## src/rtl/vga_pkg.sv

```systemverilog
// vga_pkg: shared constants and types for the VGA text-display blocks.
//   HCHAR/VCHAR    : character grid (columns x rows)
//   BITPERCH       : bits per character code
//   FONTHLEN/VLEN  : font glyph size in pixels
//   DIGITS         : character cells used per rendered value
//   BLANK_CODE     : character code rendered as an empty cell
//   sched_state_t  : state encoding of the frame scheduler
package vga_pkg;

  localparam int         HCHAR      = 50;
  localparam int         VCHAR      = 18;
  localparam int         BITPERCH   = 4;
  localparam int         FONTHLEN   = 8;
  localparam int         FONTVLEN   = 16;
  localparam int         DIGITS     = 3;
  localparam logic [3:0] BLANK_CODE = 4'hF;

  typedef enum logic [2:0] {
    S_IDLE = 3'd0,
    S_REQ  = 3'd1,
    S_CONV = 3'd2,
    S_WR   = 3'd3,
    S_DONE = 3'd4
  } sched_state_t;

endpackage

```

## src/rtl/bcd_sat3.sv

```systemverilog
// bcd_sat3: combinational binary-to-BCD converter, three digits, saturating.
//   bin  : N-bit unsigned input (N <= 10)
//   hund : hundreds digit
//   tens : tens digit
//   ones : ones digit
// Inputs of 1000 and above render as 9,9,9.
module bcd_sat3 #(
  parameter int N = 10
) (
  input  logic [N-1:0] bin,
  output logic [3:0]   hund,
  output logic [3:0]   tens,
  output logic [3:0]   ones
);

  logic [9:0] sat_s;

  // Clamp to 999, then split into decimal digits by constant division.
  always_comb begin
    if (10'(bin) >= 10'd1000) begin
      sat_s = 10'd999;
    end else begin
      sat_s = 10'(bin);
    end
    hund = 4'(sat_s / 10'd100);
    tens = 4'((sat_s / 10'd10) % 10'd10);
    ones = 4'(sat_s % 10'd10);
  end

endmodule

```

## src/rtl/bcd_frame_sched.sv

```systemverilog
// bcd_frame_sched: per-frame scheduler filling the text back page with the
// decimal rendering of L binary values, then flipping pages on the next vsync.
//   clk, RSTn        : clock, asynchronous active-low reset
//   vsync            : display vertical sync (level)
//   bin_req/bin_idx  : request for value bin_idx
//   bin_data/bin_ack : value returned by the source, valid while bin_ack=1
//   wr_en/wr_page/wr_addr/wr_data : character write port into the back page
//   disp_page        : page the display currently reads
//   done             : one-cycle pulse when a pass completes
//   overrun          : sticky, vsync edge seen while a pass was running
// Build option: LEADING_ZERO_BLANK_EN renders leading zeros (all but the
// least significant digit) as BLANK_CODE.
module bcd_frame_sched
  import vga_pkg::*;
#(
  parameter int L = 3,
  parameter int N = 10
) (
  input  logic                             clk,
  input  logic                             RSTn,
  input  logic                             vsync,
  output logic                             bin_req,
  output logic [$clog2(L)-1:0]             bin_idx,
  input  logic [N-1:0]                     bin_data,
  input  logic                             bin_ack,
  output logic                             wr_en,
  output logic                             wr_page,
  output logic [$clog2(HCHAR*VCHAR)-1:0]   wr_addr,
  output logic [3:0]                       wr_data,
  output logic                             disp_page,
  output logic                             done,
  output logic                             overrun
);

  localparam int IW = $clog2(L);
  localparam int AW = $clog2(HCHAR*VCHAR);
  localparam logic [IW-1:0] IDX_LAST = IW'(L-1);

  sched_state_t    state_r, state_nx;
  logic [IW-1:0]   idx_r, idx_nx;
  logic [1:0]      d_r, d_nx;
  logic [N-1:0]    bin_val_r;
  logic [2:0][3:0] dig_r, conv_dig_s, dig_src_s;
  logic            pending_r, pending_nx;
  logic            vs_q_r;
  logic            edge_s, capture_s, disp_nx;
  logic [3:0]      hund_s, tens_s, ones_s;
  logic [AW-1:0]   wr_addr_nx;
  logic [3:0]      wr_data_nx;

  assign edge_s = vsync & ~vs_q_r;

  bcd_sat3 #(.N(N)) u_conv (
    .bin  (bin_val_r),
    .hund (hund_s),
    .tens (tens_s),
    .ones (ones_s)
  );

  // Digit order: index 0 is the most significant digit.
  always_comb begin
    conv_dig_s[2] = ones_s;
`ifdef LEADING_ZERO_BLANK_EN
    if (hund_s == 4'd0) begin
      conv_dig_s[0] = BLANK_CODE;
      if (tens_s == 4'd0) begin
        conv_dig_s[1] = BLANK_CODE;
      end else begin
        conv_dig_s[1] = tens_s;
      end
    end else begin
      conv_dig_s[0] = hund_s;
      conv_dig_s[1] = tens_s;
    end
`else
    conv_dig_s[0] = hund_s;
    conv_dig_s[1] = tens_s;
`endif
  end

  // Next-state and datapath control.
  always_comb begin
    state_nx   = state_r;
    idx_nx     = idx_r;
    d_nx       = d_r;
    pending_nx = pending_r;
    disp_nx    = disp_page;
    capture_s  = 1'b0;
    case (state_r)
      S_IDLE: begin
        if (edge_s) begin
          if (pending_r) begin
            disp_nx = ~disp_page;
          end else begin
            disp_nx = disp_page;
          end
          pending_nx = 1'b0;
          idx_nx     = '0;
          state_nx   = S_REQ;
        end else begin
          state_nx = S_IDLE;
        end
      end
      S_REQ: begin
        if (bin_ack) begin
          capture_s = 1'b1;
          state_nx  = S_CONV;
        end else begin
          state_nx = S_REQ;
        end
      end
      S_CONV: begin
        d_nx     = 2'd0;
        state_nx = S_WR;
      end
      S_WR: begin
        if (d_r == 2'd2) begin
          d_nx = 2'd0;
          if (idx_r == IDX_LAST) begin
            state_nx = S_DONE;
          end else begin
            idx_nx   = idx_r + IW'(1);
            state_nx = S_REQ;
          end
        end else begin
          d_nx = d_r + 2'd1;
        end
      end
      S_DONE: begin
        pending_nx = 1'b1;
        state_nx   = S_IDLE;
      end
      default: begin
        state_nx = S_IDLE;
      end
    endcase
  end

  // Outputs are registered from next-state values, so on the CONV->WR
  // transition the first digit comes straight from the converter.
  always_comb begin
    wr_addr_nx = wr_addr;
    wr_data_nx = wr_data;
    if (state_r == S_CONV) begin
      dig_src_s = conv_dig_s;
    end else begin
      dig_src_s = dig_r;
    end
    if (state_nx == S_WR) begin
      wr_addr_nx = AW'(idx_nx) * AW'(DIGITS) + AW'(d_nx);
      case (d_nx)
        2'd0:    wr_data_nx = dig_src_s[0];
        2'd1:    wr_data_nx = dig_src_s[1];
        2'd2:    wr_data_nx = dig_src_s[2];
        default: wr_data_nx = BLANK_CODE;
      endcase
    end else begin
      wr_addr_nx = wr_addr;
      wr_data_nx = wr_data;
    end
  end

  // State, datapath and output registers.
  always_ff @(posedge clk or negedge RSTn) begin
    if (!RSTn) begin
      state_r   <= S_IDLE;
      idx_r     <= '0;
      d_r       <= 2'd0;
      bin_val_r <= '0;
      dig_r     <= '0;
      pending_r <= 1'b0;
      vs_q_r    <= 1'b1;
      bin_req   <= 1'b0;
      bin_idx   <= '0;
      wr_en     <= 1'b0;
      wr_page   <= 1'b1;
      wr_addr   <= '0;
      wr_data   <= 4'h0;
      disp_page <= 1'b0;
      done      <= 1'b0;
      overrun   <= 1'b0;
    end else begin
      state_r   <= state_nx;
      idx_r     <= idx_nx;
      d_r       <= d_nx;
      pending_r <= pending_nx;
      vs_q_r    <= vsync;
      if (capture_s) begin
        bin_val_r <= bin_data;
      end
      if (state_r == S_CONV) begin
        dig_r <= conv_dig_s;
      end
      bin_req   <= (state_nx == S_REQ);
      bin_idx   <= idx_nx;
      wr_en     <= (state_nx == S_WR);
      wr_addr   <= wr_addr_nx;
      wr_data   <= wr_data_nx;
      disp_page <= disp_nx;
      wr_page   <= ~disp_nx;
      done      <= (state_nx == S_DONE);
      overrun   <= overrun | (edge_s & (state_r != S_IDLE));
    end
  end

endmodule

```

## config.mk

```make
export PLATFORM = sky130hd
export DESIGN_NAME = bcd_frame_sched
export DESIGN_NICKNAME = d
export VERILOG_FILES = /design/src/rtl/vga_pkg.sv /design/src/rtl/bcd_sat3.sv /design/src/rtl/bcd_frame_sched.sv
export SDC_FILE = /design/constraint.sdc
export NUM_CORES = 1
export LEC_CHECK = 0
export CAP_MARGIN = 0
export CORE_MARGIN = 8
export CORE_UTILIZATION = 25
export CTS_CLUSTER_DIAMETER = 60
export DETAILED_ROUTE_END_ITERATION = 16
export GPL_ROUTABILITY_DRIVEN = 0
export REMOVE_ABC_BUFFERS = 1
export SYNTH_ARGS = -nofsm -noshare
export SYNTH_HDL_FRONTEND = slang
export SYNTH_HIERARCHICAL = 1
export SYNTH_SLANG_ARGS = --single-unit
```

## constraint.sdc

```tcl
create_clock -name clk -period 11.9 [get_ports clk]
set_clock_uncertainty 0.05 [all_clocks]
set_input_delay 1.785 -clock clk [delete_from_list [all_inputs] [get_ports clk]]
set_output_delay 1.785 -clock clk [all_outputs]
set_load 0.05 [all_outputs]
```

==> results.txt, run 1 <==
Core area - 0.0185 mm2
Filler cell count in the final layout - 1,988
Largest cells by area after synthesis - dfrtp_1 23%, mux2_2 6.8%, ha_1 4.3%
Worst Slack Setup Final - 4120 ps
Depth of the CTS H-tree - 2
Final critical delay including setup and external delays - 7780 ps
Pin count of the biggest net entering global routing - 46
Share of synthesized area occupied by flip-flops and latches - 24.2%
Combined area of the multi-input logic cells - 0.00320 mm2
RSZ-0062 raised after global routing - no
Slowest CP cell - dfrtp_1
Post-CTS sizing - 0
Worst Path Max Fanout - 26
Vert. Die Dim - 153 um
Total setup buffers inserted after CTS - 0
Via total after detailed routing - 4,164
Buffer cell driving the clock tree root - clkbuf_16
DP Worst Slack - 4210 ps
Actual transition at the worst max-transition pin - 1050 ps
Finished Layout Cells - 794
Count of unique library cells instantiated by Yosys - 92
Number of sinks handled by clock tree synthesis - 45
Global Route Usage Sum - 9.80%
Number of antenna violations at the first check in global routing - 0
Area growth syn-to-layout - 11.3%
Post-synth EDFFs - 0
Clock-pin slew reported for the worst setup and hold paths after clock tree synthesis - 70 ps
Ratio of final minimum period to clock period - 65.3%
Most frequent cell on the critical path - a21oi_1
Layout cell share with drive strength beyond 1 - 13.6%
Overflow after GRT - 0
Number of placed instances with taps included - 786
Worst-case reg-to-reg path depth - 29
Yosys warns - 6
Initial DRC count - 400
Run status - complete, no violations
Util after Layout - 28.1%
First-pass iteration count of the detailed router - 5
Drt drc - 0
Max-cap violation count - 0
Worst slew margin - 30.2%
Final setup vio count - 0
Number of vias per cell after detailed routing - 5.24
Global-route wire length before repair - 20.0 mm
Most frequent cells after synthesis - 43 x dfrtp_1, 41 x nor2_1, 38 x a21oi_1, 37 x nand2_1, 28 x mux2_2
Clock buffers created by TritonCTS - 5
Number of rows created at floorplan - 50
Cell count after synthesis - 554
Port Buffer Count - 29
Data required time at the worst endpoint - 12,030 ps
Cell type contributing the most total cell area after synthesis - dfrtp_1
Flip-flop cell with the highest count after synthesis - dfrtp_1
Post-synthesis instance area - 0.00467 mm2
Sort of element at the start of the critical path - flop
Buffer levels on the longest clock path - 2
Cell depth of the worst min-delay path - 1
Endpoints failing hold - 0
Ys async rst share - 100%
Detailed Place HPWL - 8.73 mm
Sum of routed wire length over all layers - 11.7 mm
Number of storage elements in the synthesis netlist - 45
Final Max Slew Viols - 0
Remaining number of nets flagged by the antenna check after routing - 0
DIE WIDTH - 153 um
Number of antenna repair diodes - 0
Drt wl/cell - 14.7 um
Clock latency of the later-clocked register in the worst-skew pair - 290 ps
Full die area - 0.0233 mm2
Hold Crit Class - flop to flop
Hold_buf cts - 0
Setup TNS after final layout - 0 ps
Nets - 591
Num ports - 36
Starting density of the core - 25.2%
Combined flip-flop and latch cell area - 0.00113 mm2
Via count of the first global-routing pass - 3,978
Crit path arrival time - 7900 ps
Type of the setup path with the least slack - flop to flop
Most common cell in the synthesized netlist - dfrtp_1
Slowest cell delay on critical path - 870 ps
Synth Area per Inst - 8.42 um2
Crit end category - flop
Fraction of synthesized cell area taken by the top area cell type - 23.1%
Clock tree from TritonCTS - built
Highest clock frequency the design can meet - 0.129 GHz
[registers in the layout, indices dropped and copies added, names as in the netlist]
name	flops
disp_page	1
vs_q_r	1
wr_page	1
bin_req	1
state_r	3
wr_addr	4
bin_val_r	10
wr_data	4
done	1
d_r	2
idx_r	2
pending_r	1
wr_en	1
dig_r	12
overrun	1
[through the flow]
step,cell area (um2),hold WS [ps]
6_report,5200,432
5_1_grt,5200,454
4_1_cts,5200,437
3_5_place_dp,5040,423
3_3_place_gp,5040,418
2_1_floorplan,4430,423
[critical path, delay by kind of cell (launching register included)]
kind	cells	cell delay [ps]
adder cells (fa/ha/maj)	3	770
AND/OR/NAND/NOR	8	1690
AO/OA/AOI/OAI	13	2800
flip-flops	1	870
buffers and inverters	2	570
multiplexers	3	880
[routing by layer]
metal	global-route usage, %	part of all wire (%)
met5	0	0
met4	2.40	1.2
met3	1.47	4.1
met1	13.6	49
met2	15.6	45
[final timing paths]
kind                                           from                        to  slack, ps
setup / recovery           bin_val_r[5]$_DFFE_PN0N_        dig_r[5]$_DFF_PN0_       4120
hold / removal                    overrun$_DFF_PN0_         overrun$_DFF_PN0_        430
setup reg to reg           bin_val_r[5]$_DFFE_PN0N_        dig_r[5]$_DFF_PN0_       4120
hold reg to reg                   overrun$_DFF_PN0_         overrun$_DFF_PN0_        430
max in group asynchronous                      RSTn       dig_r[11]$_DFF_PN0_       9560
min in group asynchronous                      RSTn  bin_val_r[7]$_DFFE_PN0N_       1620
[cell families after synthesis]
kind of cell,Yosys count,share of synthesized area [%]
XOR/XNOR,11,2.06
flip-flops,45,24.2
adder cells (fa/ha/maj),19,5.36
multiplexers,39,9.22
AO/OA/AOI/OAI,179,27.9
other,1,0.0804
AND/OR/NAND/NOR,193,23.5
buffers and inverters,67,7.61
[cell type report]
cell class	count	share of cell area, %
flip-flops and latches	45	21.7
multi-input cells	447	61.6
well taps	234	5.63
clock buffers	6	2.67
clock inverters	2	0.337
repair buffers	33	6.07
inverters	27	1.95
[placed cells by master (no fill, tap or decap), types with 9 or more instances in the layout]
master / netlist / layout
nand3_1: 15 / 15
a31oi_1: 12 / 12
dfrtp_1: 43 / 43
clkdlybuf4s50_1: 0 / 28
inv_1: 27 / 27
nand3b_1: 9 / 9
a21oi_1: 38 / 38
nand4_1: 10 / 10
nand2b_1: 15 / 15
ha_1: 16 / 16
o21ai_0: 22 / 22
mux2_2: 28 / 28
xnor2_1: 9 / 9
nor2_1: 41 / 41
mux2i_1: 10 / 10
nand2_1: 37 / 37
nor3_1: 15 / 15
Power of run 1 is not shown: default switching activity piles up to over one toggle a cycle in this logic, so the estimate is an artifact.
==> inputs of run 2 (changes only) <==
Clock period 11.9 ns to 6.97 ns, I/O delays scaled along.
==> results.txt, run 2 (same netlist as run 1, synthesis figures left out) <==
Most frequent cell on the critical path - a21oi_1 (unchanged)
Via count of the first global-routing pass - 3,916 (was 3,978)
Full die area - 0.0233 mm2 (unchanged)
Ratio of final minimum period to clock period - 91.3% (was 65.3%)
Initial DRC count - 436 (was 400)
Starting density of the core - 25.2% (unchanged)
R2R Path Start - bin_val_r[6]$_DFFE_PN0N_ (was bin_val_r[5]$_DFFE_PN0N_)
Detailed Place HPWL - 8.71 mm (was 8.73 mm)
Worst setup path start - bin_val_r[6]$_DFFE_PN0N_ (was bin_val_r[5]$_DFFE_PN0N_)
Register ranked first by flip-flop count - dig_r (unchanged)
Actual transition at the worst max-transition pin - 1020 ps (was 1050 ps)
Setup TNS after final layout - 0 ps (unchanged)
Remaining number of nets flagged by the antenna check after routing - 0 (unchanged)
Crit end category - flop (unchanged)
Number of sinks handled by clock tree synthesis - 45 (unchanged)
Hold Crit Class - flop to flop (unchanged)
Sum of routed wire length over all layers - 11.8 mm (was 11.7 mm)
Worst slew margin - 32.2% (was 30.2%)
Clock tree from TritonCTS - built (unchanged)
DIE WIDTH - 153 um (unchanged)
Core area - 0.0185 mm2 (unchanged)
Buffer cell driving the clock tree root - clkbuf_16 (unchanged)
Number of vias per cell after detailed routing - 5.32 (was 5.24)
Most frequent cells in the layout - 41 x nor2_1, 40 x dfrtp_1, 37 x nand2_1, 37 x a21oi_1 (was 43 x dfrtp_1, 41 x nor2_1, 38 x a21oi_1)
Depth of the CTS H-tree - 2 (unchanged)
Overflow after GRT - 0 (unchanged)
Global-route wire length before repair - 19.9 mm (was 20.0 mm)
Layout cell share with drive strength beyond 1 - 15.7% (was 13.6%)
RSZ-0062 raised after global routing - no (unchanged)
Vert. Die Dim - 153 um (unchanged)
Port Buffer Count - 29 (unchanged)
Number of antenna repair diodes - 0 (unchanged)
Final setup vio count - 0 (unchanged)
Clock buffers created by TritonCTS - 5 (unchanged)
Detail Route met2 WL - 5.38 mm (was 5.29 mm)
Most common cell after layout, fill and taps aside - nor2_1 (was dfrtp_1)
Sort of element at the start of the critical path - flop (unchanged)
Worst Path Max Fanout - 11 (was 26)
Slowest cell delay on critical path - 550 ps (was 870 ps)
Count of buffer and inverter cells on the critical path - 3 (was 2)
Highest routing layer actually used - met4 (unchanged)
Number of rows created at floorplan - 50 (unchanged)
Drt wl/cell - 14.8 um (was 14.7 um)
Pin count of the biggest net entering global routing - 46 (unchanged)
Endpoints failing hold - 0 (unchanged)
Global Route Usage Sum - 9.81% (was 9.80%)
Run status - complete, no violations (unchanged)
Final Max Slew Viols - 0 (unchanged)
Max FFs per register - 12 (unchanged)
Type of the setup path with the least slack - flop to flop (unchanged)
Via total after detailed routing - 4,267 (was 4,164)
Drt drc - 0 (unchanged)
Num ports - 36 (unchanged)
Amount of wire on met3 after detailed routing - 356 um (was 477 um)
Wl on met1 - 6.03 mm (was 5.76 mm)
Crit path arrival time - 6490 ps (was 7900 ps)
Hold_buf cts - 0 (unchanged)
Top flop regs - dig_r: 12 flops, bin_val_r: 10 flops (unchanged)
Worst min-delay path startpoint - overrun$_DFF_PN0_ (unchanged)
Slowest CP cell - or3_1 (was dfrtp_1)
Data required time at the worst endpoint - 7100 ps (was 12,030 ps)
Highest clock frequency the design can meet - 0.157 GHz (was 0.129 GHz)
Max-cap violation count - 0 (unchanged)
Buffer levels on the longest clock path - 2 (unchanged)
Filler cell count in the final layout - 1,979 (was 1,988)
Area growth syn-to-layout - 13.5% (was 11.3%)
Clock latency of the later-clocked register in the worst-skew pair - 290 ps (about the same)
Nets - 599 (was 591)
Top delay family on crit path - compound AO/OA/AOI/OAI gates (unchanged)
Clock-pin slew reported for the worst setup and hold paths after clock tree synthesis - 70 ps (about the same)
Final critical delay including setup and external delays - 6360 ps (was 7780 ps)
Number of antenna violations at the first check in global routing - 0 (unchanged)
First-pass iteration count of the detailed router - 5 (unchanged)
==> run 2: cell count changes in the layout (fill, tap and decap cells not counted), sizes merged <==
cell    previous run  this run
buf                5        13
bufinv             0         1
clkbuf             6         5
clkinv             1         0
inv               28        29
==> run 2: path summary, 6_finish.rpt <==
kind / endpoint / cells after the start / slack, ps
worst max-delay path: dig_r[7]$_DFF_PN0_ / 29 / 610
min in group asynchronous: disp_page$_DFF_PN0_ / 1 / 870
worst min-delay path: overrun$_DFF_PN0_ / 1 / 430
worst max register to register: dig_r[7]$_DFF_PN0_ / 29 / 610
max in group asynchronous: bin_val_r[9]$_DFFE_PN0N_ / 1 / 5310
worst min register to register: overrun$_DFF_PN0_ / 1 / 430
==> run 2: metrics by stage <==
stage	worst slack, ps	hold WS, ps	util, %	instances	instance area (um2)
2_1_floorplan	438	423	-	519	4430
3_3_place_gp	670	418	27.5	794	5100
3_5_place_dp	596	417	27.5	794	5100
4_1_cts	563	433	28.5	802	5270
5_1_grt	15.3	446	28.6	802	5300
6_report	608	429	28.6	802	5300
==> run 2: final cells by class <==
class                           instances  area (um2)  area share [%]
Tap cell                              234         293            5.53
Clock inverter                          3        47.5           0.898
Sequential cell                        45        1130            21.4
Inverter                               27         101            1.91
Multi-Input combinational cell        447        3220            60.8
Clock buffer                            5         125            2.36
Timing Repair Buffer                   41         375            7.09
==> run 2: layer usage <==
layer  track usage (%)  vias up
met5                 0        -
met2              15.5      104
met3              1.30        8
met1              14.2     2056
li1                  -     2099
met4              1.41        0
==> run 2: repair_timing <==
action	CTS	global route
setup buffers	0	0
hold endpoints to repair	0	0
endpoints found under the setup margin	0	3
gates resized for setup	0	6
Power of run 2 is left out for the same reason.
==> inputs of run 3 (changes only) <==
Settings changed: ABC_AREA set to 1.
Clock period 6.97 ns to 5.7 ns, I/O delays scaled along.
==> results.txt, run 3 <==
Worst slew margin - 32.5% (was 32.2%)
Most frequent cells after synthesis - 126 x nand2_1, 59 x inv_1, 58 x nand3_1, 43 x dfrtp_1, 43 x nand2_2 (was 43 x dfrtp_1, 41 x nor2_1, 38 x a21oi_1, 37 x nand2_1, 28 x mux2_2)
Clock latency of the later-clocked register in the worst-skew pair - 290 ps (about the same)
Share of synthesized area occupied by flip-flops and latches - 26.5% (was 24.2%)
Number of antenna violations at the first check in global routing - 0 (unchanged)
Remaining number of nets flagged by the antenna check after routing - 0 (unchanged)
Buffer levels on the longest clock path - 2 (unchanged)
Cell count after synthesis - 563 (was 554)
Slowest CP cell - dfrtp_1 (was or3_1)
Highest clock frequency the design can meet - 0.171 GHz (was 0.157 GHz)
Most frequent cells in the layout - 108 x nand2_1, 99 x buf_4, 54 x inv_1 (was 41 x nor2_1, 40 x dfrtp_1, 37 x nand2_1, 37 x a21oi_1)
Type of the setup path with the least slack - flop to flop (unchanged)
Ratio of final minimum period to clock period - 102% (was 91.3%)
Number of rows created at floorplan - 47 (was 50)
Finished Layout Cells - 919 (was 802)
Pin count of the biggest net entering global routing - 46 (unchanged)
Max-cap violation count - 0 (unchanged)
Slowest cell delay on critical path - 380 ps (was 550 ps)
Cell type contributing the most total cell area after synthesis - dfrtp_1 (unchanged)
Flip-flop cell with the highest count after synthesis - dfrtp_1 (unchanged)
Via count of the first global-routing pass - 4,024 (was 3,916)
Util after Layout - 36.7% (was 28.6%)
Nets - 730 (was 599)
Ys async rst share - 100% (unchanged)
Largest cells by area after synthesis - dfrtp_1 25%, nand2_1 11%, nand3_1 6.8% (was dfrtp_1 23%, mux2_2 6.8%, ha_1 4.3%)
First-pass iteration count of the detailed router - 4 (was 5)
Most common cell after layout, fill and taps aside - nand2_1 (was nor2_1)
Top delay family on crit path - simple AND/OR/NAND/NOR gates (was compound AO/OA/AOI/OAI gates)
Yosys warns - 6 (unchanged)
Most frequent cell on the critical path - nand2_4 (was a21oi_1)
Number of antenna repair diodes - 0 (unchanged)
Sum of routed wire length over all layers - 10.5 mm (was 11.8 mm)
Data required time at the worst endpoint - 5830 ps (was 7100 ps)
Area growth syn-to-layout - 43.1% (was 13.5%)
Core area - 0.0166 mm2 (was 0.0185 mm2)
Final critical delay including setup and external delays - 5840 ps (was 6360 ps)
Top flop regs - dig_r: 12 flops, bin_val_r: 10 flops (unchanged)
Drt drc - 0 (unchanged)
Initial DRC count - 162 (was 436)
DIE WIDTH - 146 um (was 153 um)
Sort of element at the start of the critical path - flop (unchanged)
Post-synthesis instance area - 0.00425 mm2 (was 0.00467 mm2)
Vert. Die Dim - 146 um (was 153 um)
Actual transition at the worst max-transition pin - 1010 ps (was 1020 ps)
Crit path arrival time - 5970 ps (was 6490 ps)
Most common cell in the synthesized netlist - nand2_1 (was dfrtp_1)
Depth of the CTS H-tree - 2 (unchanged)
Global-route wire length before repair - 18.3 mm (was 19.9 mm)
Fraction of synthesized cell area taken by the top area cell type - 25.3% (was 23.1%)
Number of vias per cell after detailed routing - 4.41 (was 5.32)
Hold_buf cts - 0 (unchanged)
Drt wl/cell - 11.5 um (was 14.8 um)
Endpoints failing hold - 0 (unchanged)
Global Route Usage Sum - 9.88% (was 9.81%)
Clock tree from TritonCTS - built (unchanged)
Worst Slack Setup Final - -138 ps (was 608 ps)
Count of buffer and inverter cells on the critical path - 8 (was 3)
Full die area - 0.0214 mm2 (was 0.0233 mm2)
RSZ-0062 raised after global routing - yes (was no)
Synth Area per Inst - 7.55 um2 (was 8.42 um2)
Number of sinks handled by clock tree synthesis - 45 (unchanged)
Number of storage elements in the synthesis netlist - 45 (unchanged)
Via total after detailed routing - 4,053 (was 4,267)
Run status - complete, but fails checks (was complete, no violations)
Max FFs per register - 12 (unchanged)
Count of unique library cells instantiated by Yosys - 50 (was 92)
Hold Crit Class - flop to flop (unchanged)
Register ranked first by flip-flop count - dig_r (unchanged)
Violated checks - setup timing
Crit end category - flop (unchanged)
Overflow after GRT - 0 (unchanged)
Port Buffer Count - 29 (unchanged)
Detailed Place HPWL - 7.54 mm (was 8.71 mm)
Number of placed instances with taps included - 858 (was 794)
Final setup vio count - 4 (was 0)
Final Max Slew Viols - 0 (unchanged)
Worst Path Max Fanout - 6 (was 11)
Starting density of the core - 25.6% (was 25.2%)
Buffer cell driving the clock tree root - clkbuf_16 (unchanged)
Layout cell share with drive strength beyond 1 - 42.6% (was 15.7%)
Clock-pin slew reported for the worst setup and hold paths after clock tree synthesis - 60 ps (was 70 ps)
Num ports - 36 (unchanged)
Post-synth EDFFs - 0 (unchanged)
Clock buffers created by TritonCTS - 5 (unchanged)
[run 3: final timing paths]
kind                                               start                       end  slack (ps)  cells past startpoint
worst max-delay path            bin_val_r[6]$_DFFE_PN0N_    wr_data[2]$_DFFE_PN0P_        -140                     58
worst max register to register  bin_val_r[6]$_DFFE_PN0N_    wr_data[2]$_DFFE_PN0P_        -140                     58
max in group asynchronous                           RSTn  bin_val_r[7]$_DFFE_PN0N_        4220                      1
min in group asynchronous                           RSTn    wr_addr[0]$_DFFE_PN0P_         690                      1
worst min register to register         overrun$_DFF_PN0_         overrun$_DFF_PN0_         400                      1
worst min-delay path                   overrun$_DFF_PN0_         overrun$_DFF_PN0_         400                      1
[run 3: metrics by stage]
step | hold slack, ps | setup TNS [ps] | worst slack, ps | instance area, um2
3_5_place_dp | 396 | -1040 | -332 | 5110
5_1_grt | 436 | -2990 | -612 | 6080
2_1_floorplan | 396 | -775 | -286 | 4160
3_3_place_gp | 401 | -242 | -94.5 | 5110
6_report | 404 | -434 | -138 | 6080
4_1_cts | 414 | -117 | -44.9 | 5750
[run 3: logic make-up after synthesis]
kind of cell / count (synthesis) / synth area share (%)
xor+xnor: 10 / 2.06
compound gates: 45 / 6.41
other cells: 1 / 0.0882
simple gates: 337 / 45.1
fa+ha+maj: 18 / 5.65
buf+inv: 96 / 10.5
mux: 11 / 3.68
flops: 45 / 26.5
[run 3: final cells by class]
class                      count  area, um2
fill                        1725      10500
tap                          220        275
timing repair buffer         134       1100
inverter                      84        337
multi-input combinational    428       3080
clock inverter                 2       38.8
sequential                    45       1130
clock buffer                   6        129
[run 3: timing repair]
| action | 4_1_cts | 5_1_grt |
|---|---|---|
| resized for setup | 35 | 58 |
| endpoints found under the setup margin | 6 | 6 |
| pin swaps | 28 | 18 |
| cloned | 1 | 0 |
| buffers inserted | 42 | 10 |
[run 3: layer usage]
metal	routed length (um)	up-vias	global-route usage (%)
met5	0	-	0
met4	155	0	2.83
met3	347	12	1.82
met2	5410	67	17.8
met1	4630	1876	11.7
li1	-	2098	-
Power of run 3 is left out for the same reason.
